===== config.mk =====
export PLATFORM = sky130hd
export DESIGN_NAME = aha_ahb_to_sram32k
export DESIGN_NICKNAME = d
export VERILOG_FILES = /design/src/rtl/aha_ahb_to_sram32k.sv
export SDC_FILE = /design/constraint.sdc
export NUM_CORES = 1
export LEC_CHECK = 0
export CORE_MARGIN = 2
export CORE_UTILIZATION = 40
export DETAILED_ROUTE_END_ITERATION = 8
export GPL_ROUTABILITY_DRIVEN = 0
export PLACE_DENSITY = 0.78
export SYNTH_ARGS = -nofsm -noshare
export SYNTH_HDL_FRONTEND = slang
export SYNTH_SLANG_ARGS = --single-unit

===== constraint.sdc =====
create_clock -name CLK -period 3.77 [get_ports CLK]
set_clock_uncertainty 0.1 [all_clocks]
set_input_delay 0.5655 -clock CLK [delete_from_list [all_inputs] [get_ports CLK]]
set_output_delay 0.5655 -clock CLK [all_outputs]
set_load 0.03 [all_outputs]

===== src/rtl/aha_ahb_to_sram32k.sv =====
// AHB-Lite slave bridging to a single-port synchronous 32-bit SRAM.
// Zero wait states. A write's data phase can collide with a read's address phase.
// In that case the read gets the port, and the write is parked in a one-entry buffer.
// Reads that hit the parked write are forwarded from the buffer, byte by byte.
module aha_ahb_to_sram32k #(
  parameter int unsigned ADDR_WIDTH = 15
) (
  input  logic                  CLK,
  input  logic                  RESETn,
  input  logic                  HSEL,
  input  logic [31:0]           HADDR,
  input  logic [1:0]            HTRANS,
  input  logic [2:0]            HSIZE,
  input  logic                  HWRITE,
  input  logic                  HREADY,
  input  logic [31:0]           HWDATA,
  output logic                  HREADYOUT,
  output logic                  HRESP,
  output logic [31:0]           HRDATA,
  output logic                  SRAM_CEn,
  output logic [3:0]            SRAM_WEn,
  output logic [ADDR_WIDTH-1:0] SRAM_A,
  output logic [31:0]           SRAM_D,
  input  logic [31:0]           SRAM_Q
);

  logic                  trans_valid;
  logic                  rd_req;
  logic                  wr_req;
  logic [ADDR_WIDTH-1:0] req_addr;
  logic [3:0]            req_lanes;

  // Write data phase state
  logic                  wdp_q;
  logic [ADDR_WIDTH-1:0] waddr_q;
  logic [3:0]            wlanes_q;

  // Read data phase state
  logic                  rdp_q;
  logic [ADDR_WIDTH-1:0] raddr_q;

  // Parked write
  logic                  buf_pend_q;
  logic [ADDR_WIDTH-1:0] buf_addr_q;
  logic [3:0]            buf_lanes_q;
  logic [31:0]           buf_data_q;

  logic                  wr_direct;
  logic                  buf_commit;
  logic                  buf_capture;
  logic                  fwd_hit;

  // Upper address bits alias; HTRANS[0] only separates NONSEQ from SEQ.
  logic unused_bits;
  assign unused_bits = ^{HADDR[31:ADDR_WIDTH+2], HTRANS[0]};

  assign HREADYOUT = 1'b1;
  assign HRESP     = 1'b0;

  assign trans_valid = HSEL & HREADY & HTRANS[1];
  assign rd_req      = trans_valid & ~HWRITE;
  assign wr_req      = trans_valid & HWRITE;
  assign req_addr    = HADDR[ADDR_WIDTH+1:2];

  // SRAM port priority: read address phase, then live write data, then parked write.
  assign wr_direct   = wdp_q & ~rd_req;
  assign buf_commit  = buf_pend_q & ~rd_req & ~wdp_q;
  assign buf_capture = wdp_q & rd_req;
  assign fwd_hit     = buf_pend_q & (buf_addr_q == raddr_q);

  // Little-endian byte-lane decode from size and low address bits
  always_comb begin
    req_lanes = 4'b0000;
    if (HSIZE[2] | HSIZE[1]) begin
      req_lanes = 4'b1111;
    end else if (HSIZE[0]) begin
      req_lanes = HADDR[1] ? 4'b1100 : 4'b0011;
    end else begin
      req_lanes = 4'b0001 << HADDR[1:0];
    end
  end

  // Write address phase registers; wdp lasts exactly one cycle
  always_ff @(posedge CLK or negedge RESETn) begin
    if (!RESETn) begin
      wdp_q    <= 1'b0;
      waddr_q  <= '0;
      wlanes_q <= 4'b0000;
    end else begin
      wdp_q <= wr_req;
      if (wr_req) begin
        waddr_q  <= req_addr;
        wlanes_q <= req_lanes;
      end
    end
  end

  // Read address phase registers for the one-cycle-later data phase
  always_ff @(posedge CLK or negedge RESETn) begin
    if (!RESETn) begin
      rdp_q   <= 1'b0;
      raddr_q <= '0;
    end else begin
      rdp_q <= rd_req;
      if (rd_req) begin
        raddr_q <= req_addr;
      end
    end
  end

  // Park a write that lost the port to a read; release once it reaches the SRAM
  always_ff @(posedge CLK or negedge RESETn) begin
    if (!RESETn) begin
      buf_pend_q  <= 1'b0;
      buf_addr_q  <= '0;
      buf_lanes_q <= 4'b0000;
      buf_data_q  <= '0;
    end else if (buf_capture) begin
      buf_pend_q  <= 1'b1;
      buf_addr_q  <= waddr_q;
      buf_lanes_q <= wlanes_q;
      buf_data_q  <= HWDATA;
    end else if (buf_commit) begin
      buf_pend_q <= 1'b0;
    end
  end

  // SRAM port drive according to the priority above
  always_comb begin
    SRAM_CEn = 1'b1;
    SRAM_WEn = 4'hF;
    SRAM_A   = buf_addr_q;
    SRAM_D   = buf_data_q;
    if (rd_req) begin
      SRAM_CEn = 1'b0;
      SRAM_A   = req_addr;
    end else if (wr_direct) begin
      SRAM_CEn = 1'b0;
      SRAM_WEn = ~wlanes_q;
      SRAM_A   = waddr_q;
      SRAM_D   = HWDATA;
    end else if (buf_pend_q) begin
      SRAM_CEn = 1'b0;
      SRAM_WEn = ~buf_lanes_q;
    end
  end

  // Read data, with per-lane forwarding from a parked write to the same word
  always_comb begin
    HRDATA = '0;
    if (rdp_q) begin
      for (int i = 0; i < 4; i++) begin
        HRDATA[8*i +: 8] = (fwd_hit && buf_lanes_q[i]) ? buf_data_q[8*i +: 8]
                                                        : SRAM_Q[8*i +: 8];
      end
    end
  end

endmodule


==> out/metrics.csv, run 1 <==
stage;metric;value;unit
die;Core Region;12100;um^2
final_layout;Antenna Cells;0;
clocking;Worst-Skew Late Latency;330;ps
sta;Min Clock Period, post-route;3540;ps
setup_path;crit-path max FO;8;
synth;area leader, netlist;dfrtp_1;
clocking;hold buffers post-CTS;0;
setup_path;Crit-path slowest cell;clkdlybuf4s50_1;
final_layout;Layout Utilization;59.9;%
final_layout;most frequent cells in the layout;171 x clkdlybuf4s50_1, 168 x nand2_1, 87 x dfrtp_1, 66 x mux2_2, 47 x mux2i_1;
synth;Mean Syn Cell Area;10.2;um^2
final_layout;final net count;760;
sta;Slew @ Worst Pin;1040;ps
global_route;initial antenna violation count;0;
setup_path;Startpoint Class;flop;
die;die area;13300;um^2
drt;ANT nets after route;0;
synth;Synth Instances;484;
final_layout;most common cell after layout, fill and taps aside;clkdlybuf4s50_1;
power_and_ir_drop;Final Total Pwr;0.00269;W
synth;register area share after synthesis;44.5;%
placed_design;Port-buffer cells;173;
sta;# setup viols final;0;
global_route;grt ovf;0;
power_and_ir_drop;pwr dens;372;nW/um^2
sta;Max Slew Vio Count;0;
synth;mapped cell area;4950;um^2
synth;Mapped Nets;590;
clocking;CTS max path bufs;2;
drt;DRC violations left;0;
placed_design;pre-CTS setup slack;326;ps
final_layout;share of cells above drive strength 1;17.5;%
hold_path;Min-Delay Path Class;in2async;
final_layout;Layout area overhead;45.9;%
synth;async set-reset flop share out of synthesis;100;%
clocking;clock slew at reported path FFs;60;ps
final_layout;Post-Layout Cell Count;827;
final_layout;number of fill cells;1032;
drt;Routed WL;13.3;mm
die;Die Span Y;115;um
sta;final count of hold timing violations;0;
sta;Setup TNS;0;ps
sta;Worst Slack Setup Final;230;ps
clocking;CTS H-tree lvls;3;
sta;FMAX;0.282;GHz
synth;number of flops mapped to enable cells by yosys;0;
global_route;largest net degree at the start of global routing;83;
global_route;vias in the first global route;4308;
clocking;Post-CTS Setup Repair Bufs;0;
run;maximum capacitance violations;0;
setup_path;worst-case reg-to-reg path depth;4;
clocking;clock buffer count from CTS;9;
die;Die Span X;115;um
setup_path;critical path class;reg2out;
synth;Area contributors post-synth;dfrtp_1 44%, mux2_2 15%, nand2_1 13%, mux2i_1 9.5%, mux2_1 3.9%;
clocking;CTS tree;built;
synth;Most used DFF post-synth;dfrtp_1;
setup_path;reg2reg end;buf_data_q[24];
sta;Slew HR;30.5;%
setup_path;Data required, critical path;3100;ps
synth;#FFs+latches synth;88;
die;initial core utilization;41.0;%
sta;ratio of final minimum period to clock period;93.9;%
global_route;global-route wire length before repair;21.5;mm
clocking;CTS root buf;clkbuf_16;
setup_path;reg-to-reg startpoint;wdp_q;
drt;drt first-iter violations;193;
setup_path;largest stage delay on the critical path;710;ps
global_route;GRT Overall Usage;20.5;%
power_and_ir_drop;leakage;3.11;nW
setup_path;CP endpoint kind;output pin;
drt;vias;4141;
synth;post-synth top area share;44.5;%
setup_path;R2R Setup Slk;1720;ps
die;Cell Rows;40;
synth;Distinct cells, synth;29;
power_and_ir_drop;Peak VDD IR;0.000237;V
placed_design;Placed Instances;811;
setup_path;WP data arrival;2870;ps
clocking;cts repair resizes;0;
clocking;Clock Sinks;88;
run_status;status;finished clean;
drt;First-pass DRT Iterations;4;
drt;WL/cell;16.1;um
synth;Warnings, synthesis;0;
die;boundary pin count;192;
placed_design;HPWL Detailed;9.54;mm
drt;routed vias/inst;5.01;
setup_path;worst path cell trace;xnor2_1 > nand4_2 > nor4_4 > buf_4 > mux2i_1 > clkdlybuf4s50_1;
sta;unrepaired setup endpoints after global routing;false;
## cell families after synthesis
kind of cell,count (synthesis),share of synthesized area (%)
mux,130,28.4
other cells,2,0.152
compound gates,30,3.23
xor+xnor,15,3.87
simple gates,188,17.2
buf+inv,31,2.68
flops,88,44.5
## final cells by class
cell class	instances	area, um^2	area share (%)
well taps	168	210	2.91
clock buffers	10	229	3.17
multi-input cells	365	2620	36.3
repair buffers	187	1880	26.1
inverters	3	11.3	0.156
flip-flops and latches	88	2200	30.5
clock inverters	6	67.6	0.936
## metal layers
layer  part of all wire (%)  wire [um]  GRT usage, %  vias to the layer above
met1                     43       5670          25.5                     2014
li1                       -          -             -                     1973
met5                      0          0             0                        -
met3                    6.3        833          4.27                       11
met2                     50       6630          36.4                      143
met4                    1.1        144          5.22                        0
## worst max-delay path, delay by kind of cell (launching register included)
family        cells  cell delay [ps]
xor+xnor          1              300
buf+inv           2              950
simple gates      2              660
flops             1              400
mux               1              230
## flip-flops by register name, summed over array words and instances (netlist names), 4 cells and up
register	count
raddr_q	15
wlanes_q	4
buf_lanes_q	4
buf_addr_q	15
buf_data_q	32
waddr_q	15
## power by group
part           leakage [nW]  internal [W]  switching [W]  total, W
combinational          1.81      0.000321       0.000330  0.000651
sequential             1.16       0.00106      0.0000925   0.00115
clock                 0.139      0.000517       0.000368  0.000886
total                  3.11       0.00190       0.000791   0.00269
## worst max path at each step
stage                    from         to  cells after the start
2_1_floorplan  buf_addr_q[11]  HRDATA[0]                      4
3_3_place_gp        HTRANS[1]  SRAM_D[3]                      7
3_5_place_dp        HTRANS[1]  SRAM_D[3]                      7
4_1_cts         buf_addr_q[8]  HRDATA[4]                      6
5_1_grt         buf_addr_q[8]  HRDATA[4]                      6
6_report        buf_addr_q[8]  HRDATA[4]                      6
## Yosys cell counts (all sizes together), types with 2 or more instances
cell type	instances
nand2	169
dfrtp	88
mux2	83
mux2i	47
o21ai	24
clkbuf	18
xnor2	15
buf	10
nand4	4
nand4b	4
nor4	4
inv	3
a21boi	2
a21o	2
a21oi	2
conb	2
nor2	2
## through the flow
step | area, um^2 | hold WS (ps)
after floorplan | 4950 | 170
after global placement | 6930 | 375
after detailed placement | 6930 | 383
after CTS | 7220 | 345
after global routing | 7220 | 394
final | 7220 | 303
No activity file was read; power rests on OpenSTA's default activity.
==> inputs of run 2 (changes only) <==
--- a/config.mk
+++ b/config.mk
@@ -9,6 +9,7 @@
 export CORE_UTILIZATION = 40
 export DETAILED_ROUTE_END_ITERATION = 8
 export GPL_ROUTABILITY_DRIVEN = 0
+export GPL_TIMING_DRIVEN = 0
 export PLACE_DENSITY = 0.78
 export SYNTH_ARGS = -nofsm -noshare
 export SYNTH_HDL_FRONTEND = slang
==> run 2 against run 1 <==
Net effect: register-to-register slack got worse by 120 ps; utilization rose by 0.67 points; power fell by 0.49%; hold slack got worse by 280 ps; die area did not move; flip-flop and latch count did not move; cell area rose by 1.1%; largest cell class unchanged; clock-buffer cell count rose by 3; via count rose by 1.2%; maximum frequency fell by 3.8%; first-iteration DRC count fell by 9.3%; worst setup slack got worse by 140 ps.
==> out/metrics.csv, run 2 (synthesis results as in run 1) <==
stage;metric;value;unit;change
power_and_ir_drop;Flop pwr share;42.8;%;about the same
drt;WL/cell;16.4;um;was 16.1 um
final_layout;most common cell after layout, fill and taps aside;clkdlybuf4s50_1;;unchanged
sta;Slew @ Worst Pin;699;ps;was 1040 ps
die;die area;13300;um^2;unchanged
drt;routed vias/inst;4.95;;was 5.01
global_route;largest net degree at the start of global routing;68;;was 83
clocking;clock buffer count from CTS;9;;unchanged
setup_path;crit-path max FO;10;;was 8
final_layout;share of cells above drive strength 1;16.8;%;was 17.5%
final_layout;Post-Layout Cell Count;846;;was 827
setup_path;CP endpoint kind;output pin;;unchanged
die;Cell Rows;40;;unchanged
clocking;hold buffers post-CTS;0;;unchanged
clocking;CTS H-tree lvls;3;;unchanged
setup_path;WP data arrival;3020;ps;was 2870 ps
setup_path;Startpoint Class;input pin;;was flop
final_layout;max reg flops;32;;unchanged
run;maximum capacitance violations;0;;unchanged
global_route;grt ovf;0;;unchanged
hold_path;Min-Delay Path Class;in2async;;unchanged
final_layout;Layout area overhead;47.5;%;was 45.9%
clocking;CTS tree;built;;unchanged
die;Core Region;12100;um^2;unchanged
die;Die Span X;115;um;unchanged
power_and_ir_drop;Sw Ratio;29.6;%;was 29.5%
clocking;clock slew at reported path FFs;60;ps;about the same
global_route;vias in the first global route;4415;;was 4308
sta;ratio of final minimum period to clock period;97.7;%;was 93.9%
power_and_ir_drop;clock share of power;32.4;%;was 33.0%
die;Die Span Y;115;um;unchanged
sta;# setup viols final;0;;unchanged
global_route;initial antenna violation count;0;;unchanged
placed_design;Port-buffer cells;173;;unchanged
drt;Routed WL;13.9;mm;was 13.3 mm
sta;final count of hold timing violations;0;;unchanged
drt;DRC violations left;0;;unchanged
power_and_ir_drop;pwr dens;366;nW/um^2;was 372 nW/um^2
placed_design;Placed Instances;826;;was 811
sta;FMAX;0.272;GHz;was 0.282 GHz
global_route;GRT Overall Usage;21.2;%;was 20.5%
final_layout;number of fill cells;1006;;was 1032
clocking;Clock Sinks;88;;unchanged
sta;Setup TNS;0;ps;unchanged
drt;ANT nets after route;0;;unchanged
power_and_ir_drop;Pint;0.00188;W;was 0.00190 W
global_route;global-route wire length before repair;21.9;mm;was 21.5 mm
sta;Max Slew Vio Count;0;;unchanged
drt;drt first-iter violations;175;;was 193
final_layout;final net count;779;;was 760
clocking;CTS root buf;clkbuf_16;;unchanged
power_and_ir_drop;leakage;3.13;nW;was 3.11 nW
setup_path;critical path class;in2out;;was reg2out
final_layout;Antenna Cells;0;;unchanged
clocking;Worst-Skew Late Latency;340;ps;was 330 ps
clocking;CTS max path bufs;2;;unchanged
sta;unrepaired setup endpoints after global routing;false;;unchanged
power_and_ir_drop;combinational fraction of design power;24.8;%;was 24.2%
power_and_ir_drop;Peak VDD IR;0.000231;V;was 0.000237 V
final_layout;Biggest register;buf_data_q;;unchanged
sta;Slew HR;53.4;%;was 30.5%
die;initial core utilization;41.0;%;unchanged
drt;First-pass DRT Iterations;4;;unchanged
setup_path;Data required, critical path;3100;ps;about the same
sta;Min Clock Period, post-route;3680;ps;was 3540 ps
run_status;status;finished clean;;unchanged
drt;vias;4190;;was 4141
placed_design;HPWL Detailed;10.5;mm;was 9.54 mm
die;boundary pin count;192;;unchanged
final_layout;most frequent cells in the layout;171 x clkdlybuf4s50_1, 169 x nand2_1, 88 x dfrtp_1, 66 x mux2_2, 47 x mux2i_1;;was 171 x clkdlybuf4s50_1, 168 x nand2_1, 87 x dfrtp_1, 66 x mux2_2, 47 x mux2i_1
power_and_ir_drop;switching power of the nets;0.000790;W;was 0.000791 W
==> run 2: worst paths after layout <==
kind                            endpoint  cells past startpoint  slack (ps)       start
max in group asynchronous  buf_addr_q[0]                      2        2920      RESETn
max                            SRAM_D[3]                      7          90        HSEL
min                        buf_data_q[7]                      1          20      RESETn
min reg2reg                   waddr_q[0]                      2         400  waddr_q[0]
max reg2reg                buf_addr_q[2]                      4        1600       wdp_q
min in group CLK              waddr_q[0]                      2         400  waddr_q[0]
==> run 2: area by class of cell <==
class                   count  area [um^2]  area share, %
multi-input cells         365         2630           35.9
flip-flops and latches     88         2200           30.2
repair buffers            178         1840           25.1
clock buffers              13          270           3.70
well taps                 168          210           2.88
plain buffers              28          124           1.70
clock inverters             3         25.0          0.343
inverters                   3         11.3          0.154
==> run 2: worst max-delay path: stages <==
cell and delay [ps]:
clkdlybuf4s50_1 480, nand3_1 70, or2_1 250, nand2_1 300, buf_2 350, mux2_2 390
clkdlybuf4s50_1 610
==> run 2: power groups by stage <==
stage / Clock (W) / Sequential, W / Combinational, W
5_1_grt: 0.000932 / 0.00116 / 0.000713
4_1_cts: 0.000891 / 0.00114 / 0.000669
3_5_place_dp: 0 / 0.00116 / 0.000659
2_1_floorplan: 0 / 0.00114 / 0.000380
6_report: 0.000866 / 0.00114 / 0.000663
3_3_place_gp: 0 / 0.00115 / 0.000642
==> run 2: per-stage QoR <==
stage | total power, W | cell area (um^2) | hold slack (ps) | util, % | setup slack, ps
2_1_floorplan | 0.00152 | 4950 | 170 | - | 1060
3_5_place_dp | 0.00182 | 6920 | 385 | 57.4 | 48.1
6_report | 0.00267 | 7300 | 22.3 | 60.5 | 88.4
4_1_cts | 0.00271 | 7220 | 25.4 | 59.9 | 2.86
5_1_grt | 0.00280 | 7300 | 35.7 | 60.5 | 0.992
3_3_place_gp | 0.00180 | 6890 | 375 | 57.1 | -1150
==> run 2: what timing repair did <==
action                                  CTS  global route
cloned                                    0             0
setup buffers                             0             4
resized for setup                         2             4
pin swaps                                 0             4
endpoints found under the setup margin    3            26
==> run 2: layer usage <==
layer | share of wire (%) | wire (um) | vias up | GRT usage, %
met5 | 0 | 0 | - | 0
met4 | 0.90 | 125 | 0 | 5.46
met3 | 7.1 | 987 | 10 | 4.32
met2 | 49 | 6880 | 150 | 38.4
met1 | 43 | 5920 | 2016 | 25.7
li1 | - | - | 2014 | -
==> inputs of run 3 (changes only) <==
--- a/config.mk
+++ b/config.mk
@@ -9,8 +9,7 @@
 export CORE_UTILIZATION = 40
 export DETAILED_ROUTE_END_ITERATION = 8
 export GPL_ROUTABILITY_DRIVEN = 0
-export GPL_TIMING_DRIVEN = 0
-export PLACE_DENSITY = 0.78
+export PLACE_DENSITY = 0.74
 export SYNTH_ARGS = -nofsm -noshare
 export SYNTH_HDL_FRONTEND = slang
 export SYNTH_SLANG_ARGS = --single-unit
==> run 3 against run 2 <==
Net effect: power is 0.93% lower; largest cell class unchanged; largest power group unchanged; utilization is 0.66 points lower; via count is 0.55% lower; combinational power is 1% lower; critical endpoint is now HRDATA[10].
==> out/metrics.csv, run 3 (synthesis results as in run 1) <==
stage;metric;value;unit;change
run_status;status;finished clean;;unchanged
sta;Setup TNS;0;ps;unchanged
drt;DRC violations left;0;;unchanged
setup_path;R2R Setup Slk;1890;ps;was 1600 ps
final_layout;Biggest register;buf_data_q;;unchanged
clocking;CTS root buf;clkbuf_16;;unchanged
clocking;clock slew at reported path FFs;60;ps;about the same
clocking;Clock Sinks;88;;unchanged
setup_path;worst-case reg-to-reg path depth;4;;unchanged
drt;WL/cell;16.2;um;was 16.4 um
sta;ratio of final minimum period to clock period;93.6;%;was 97.7%
sta;unrepaired setup endpoints after global routing;false;;unchanged
die;Core Region;12100;um^2;unchanged
sta;# setup viols final;0;;unchanged
power_and_ir_drop;leakage;3.13;nW;about the same
run;maximum capacitance violations;0;;unchanged
clocking;CTS max path bufs;2;;unchanged
clocking;hold buffers post-CTS;0;;unchanged
die;Die Span X;115;um;unchanged
power_and_ir_drop;Peak VDD IR;0.000187;V;was 0.000231 V
setup_path;CP startpoint;buf_addr_q[8];;was HSEL
final_layout;number of fill cells;1017;;was 1006
setup_path;Data required, critical path;3100;ps;about the same
placed_design;HPWL Detailed;9.67;mm;was 10.5 mm
final_layout;max reg flops;32;;unchanged
clocking;Post-CTS Setup Repair Bufs;0;;unchanged
die;initial core utilization;41.0;%;unchanged
setup_path;crit-path max FO;8;;was 10
global_route;initial antenna violation count;0;;unchanged
final_layout;Antenna Cells;0;;unchanged
setup_path;CP endpoint kind;output pin;;unchanged
placed_design;Port-buffer cells;173;;unchanged
final_layout;most frequent cells in the layout;169 x clkdlybuf4s50_1, 168 x nand2_1, 87 x dfrtp_1, 66 x mux2_2, 47 x mux2i_1;;was 171 x clkdlybuf4s50_1, 169 x nand2_1, 88 x dfrtp_1, 66 x mux2_2, 47 x mux2i_1
die;boundary pin count;192;;unchanged
final_layout;Post-Layout Cell Count;828;;was 846
sta;Slew HR;24.8;%;was 53.4%
hold_path;Min-Delay Path Class;in2async;;unchanged
setup_path;reg2reg end;buf_data_q[12];;was buf_addr_q[2]
drt;drt first-iter violations;171;;was 175
global_route;global-route wire length before repair;21.3;mm;was 21.9 mm
drt;Routed WL;13.4;mm;was 13.9 mm
sta;FMAX;0.283;GHz;was 0.272 GHz
sta;Max Slew Vio Count;0;;unchanged
clocking;cts repair resizes;0;;was 2
final_layout;Layout area overhead;45.9;%;was 47.5%
global_route;vias in the first global route;4329;;was 4415
clocking;clock buffer count from CTS;9;;unchanged
die;die area;13300;um^2;unchanged
drt;routed vias/inst;5.03;;was 4.95
clocking;Worst-Skew Late Latency;340;ps;about the same
placed_design;Placed Instances;812;;was 826
global_route;largest net degree at the start of global routing;89;;was 68
setup_path;Startpoint Class;flop;;was input pin
drt;ANT nets after route;0;;unchanged
setup_path;WP data arrival;2860;ps;was 3020 ps
sta;Slew @ Worst Pin;1130;ps;was 699 ps
global_route;busiest layer in global routing;met2;;unchanged
sta;Min Clock Period, post-route;3530;ps;was 3680 ps
drt;First-pass DRT Iterations;4;;unchanged
clocking;CTS H-tree lvls;3;;unchanged
die;Die Span Y;115;um;unchanged
die;Cell Rows;40;;unchanged
clocking;CTS tree;built;;unchanged
global_route;GRT Overall Usage;20.5;%;was 21.2%
setup_path;critical path class;reg2out;;was in2out
global_route;met3 usage;5.64;%;was 4.32%
final_layout;share of cells above drive strength 1;18.0;%;was 16.8%
final_layout;final net count;761;;was 779
placed_design;pre-CTS setup slack;283;ps;was 48.1 ps
global_route;met2 Track Usage GR;34.7;%;was 38.4%
global_route;grt ovf;0;;unchanged
sta;final count of hold timing violations;0;;unchanged
power_and_ir_drop;pwr dens;367;nW/um^2;was 366 nW/um^2
setup_path;Critical Path Sink;HRDATA[10];;was SRAM_D[3]
final_layout;most common cell after layout, fill and taps aside;clkdlybuf4s50_1;;unchanged
global_route;met1 Resource Use GR;25.4;%;was 25.7%
drt;vias;4167;;was 4190
setup_path;reg-to-reg startpoint;wdp_q;;unchanged
sta;Worst Slack Setup Final;240;ps;was 88.4 ps
## run 3: stage by stage
step	power, W	hold WS, ps	utilization (%)	cell area, um^2
2_1_floorplan	0.00152	170	-	4950
3_3_place_gp	0.00180	375	57.5	6940
3_5_place_dp	0.00182	383	57.5	6940
4_1_cts	0.00268	387	59.9	7220
5_1_grt	0.00277	420	59.9	7220
6_report	0.00265	333	59.9	7220
## run 3: per-layer routing
metal	routed length [um]	part of all wire, %
met2	6470	48
met1	5720	43
met3	977	7.3
met4	220	1.6
met5	0	0
## run 3: power breakdown
group / internal [W] / leakage, nW / switching (W)
Sequential: 0.00106 / 1.16 / 0.0000891
Clock: 0.000467 / 0.139 / 0.000381
Combinational: 0.000323 / 1.82 / 0.000331
Total: 0.00185 / 3.13 / 0.000802
## run 3: area by class of cell
class	instances	area (um^2)	area share (%)
Clock buffer	10	239	3.31
Clock inverter	6	43.8	0.606
Inverter	3	11.3	0.156
Multi-Input combinational cell	365	2620	36.3
Sequential cell	88	2200	30.5
Tap cell	168	210	2.91
Timing Repair Buffer	188	1900	26.3
## run 3: how the worst min path moves through the flow
| stage | to |
|---|---|
| after floorplan | buf_addr_q[0] |
| after global placement | buf_lanes_q[3] |
| after detailed placement | buf_lanes_q[3] |
| after CTS | wlanes_q[3] |
| after global routing | buf_lanes_q[2] |
| final | buf_data_q[3] |
## run 3: worst max-delay path: stages, from the launching register on
cell and delay, ps:
dfrtp_1 400, xnor2_1 290, nand4_2 320, nor4_4 300, buf_4 250, mux2i_1 270
clkdlybuf4s50_1 710
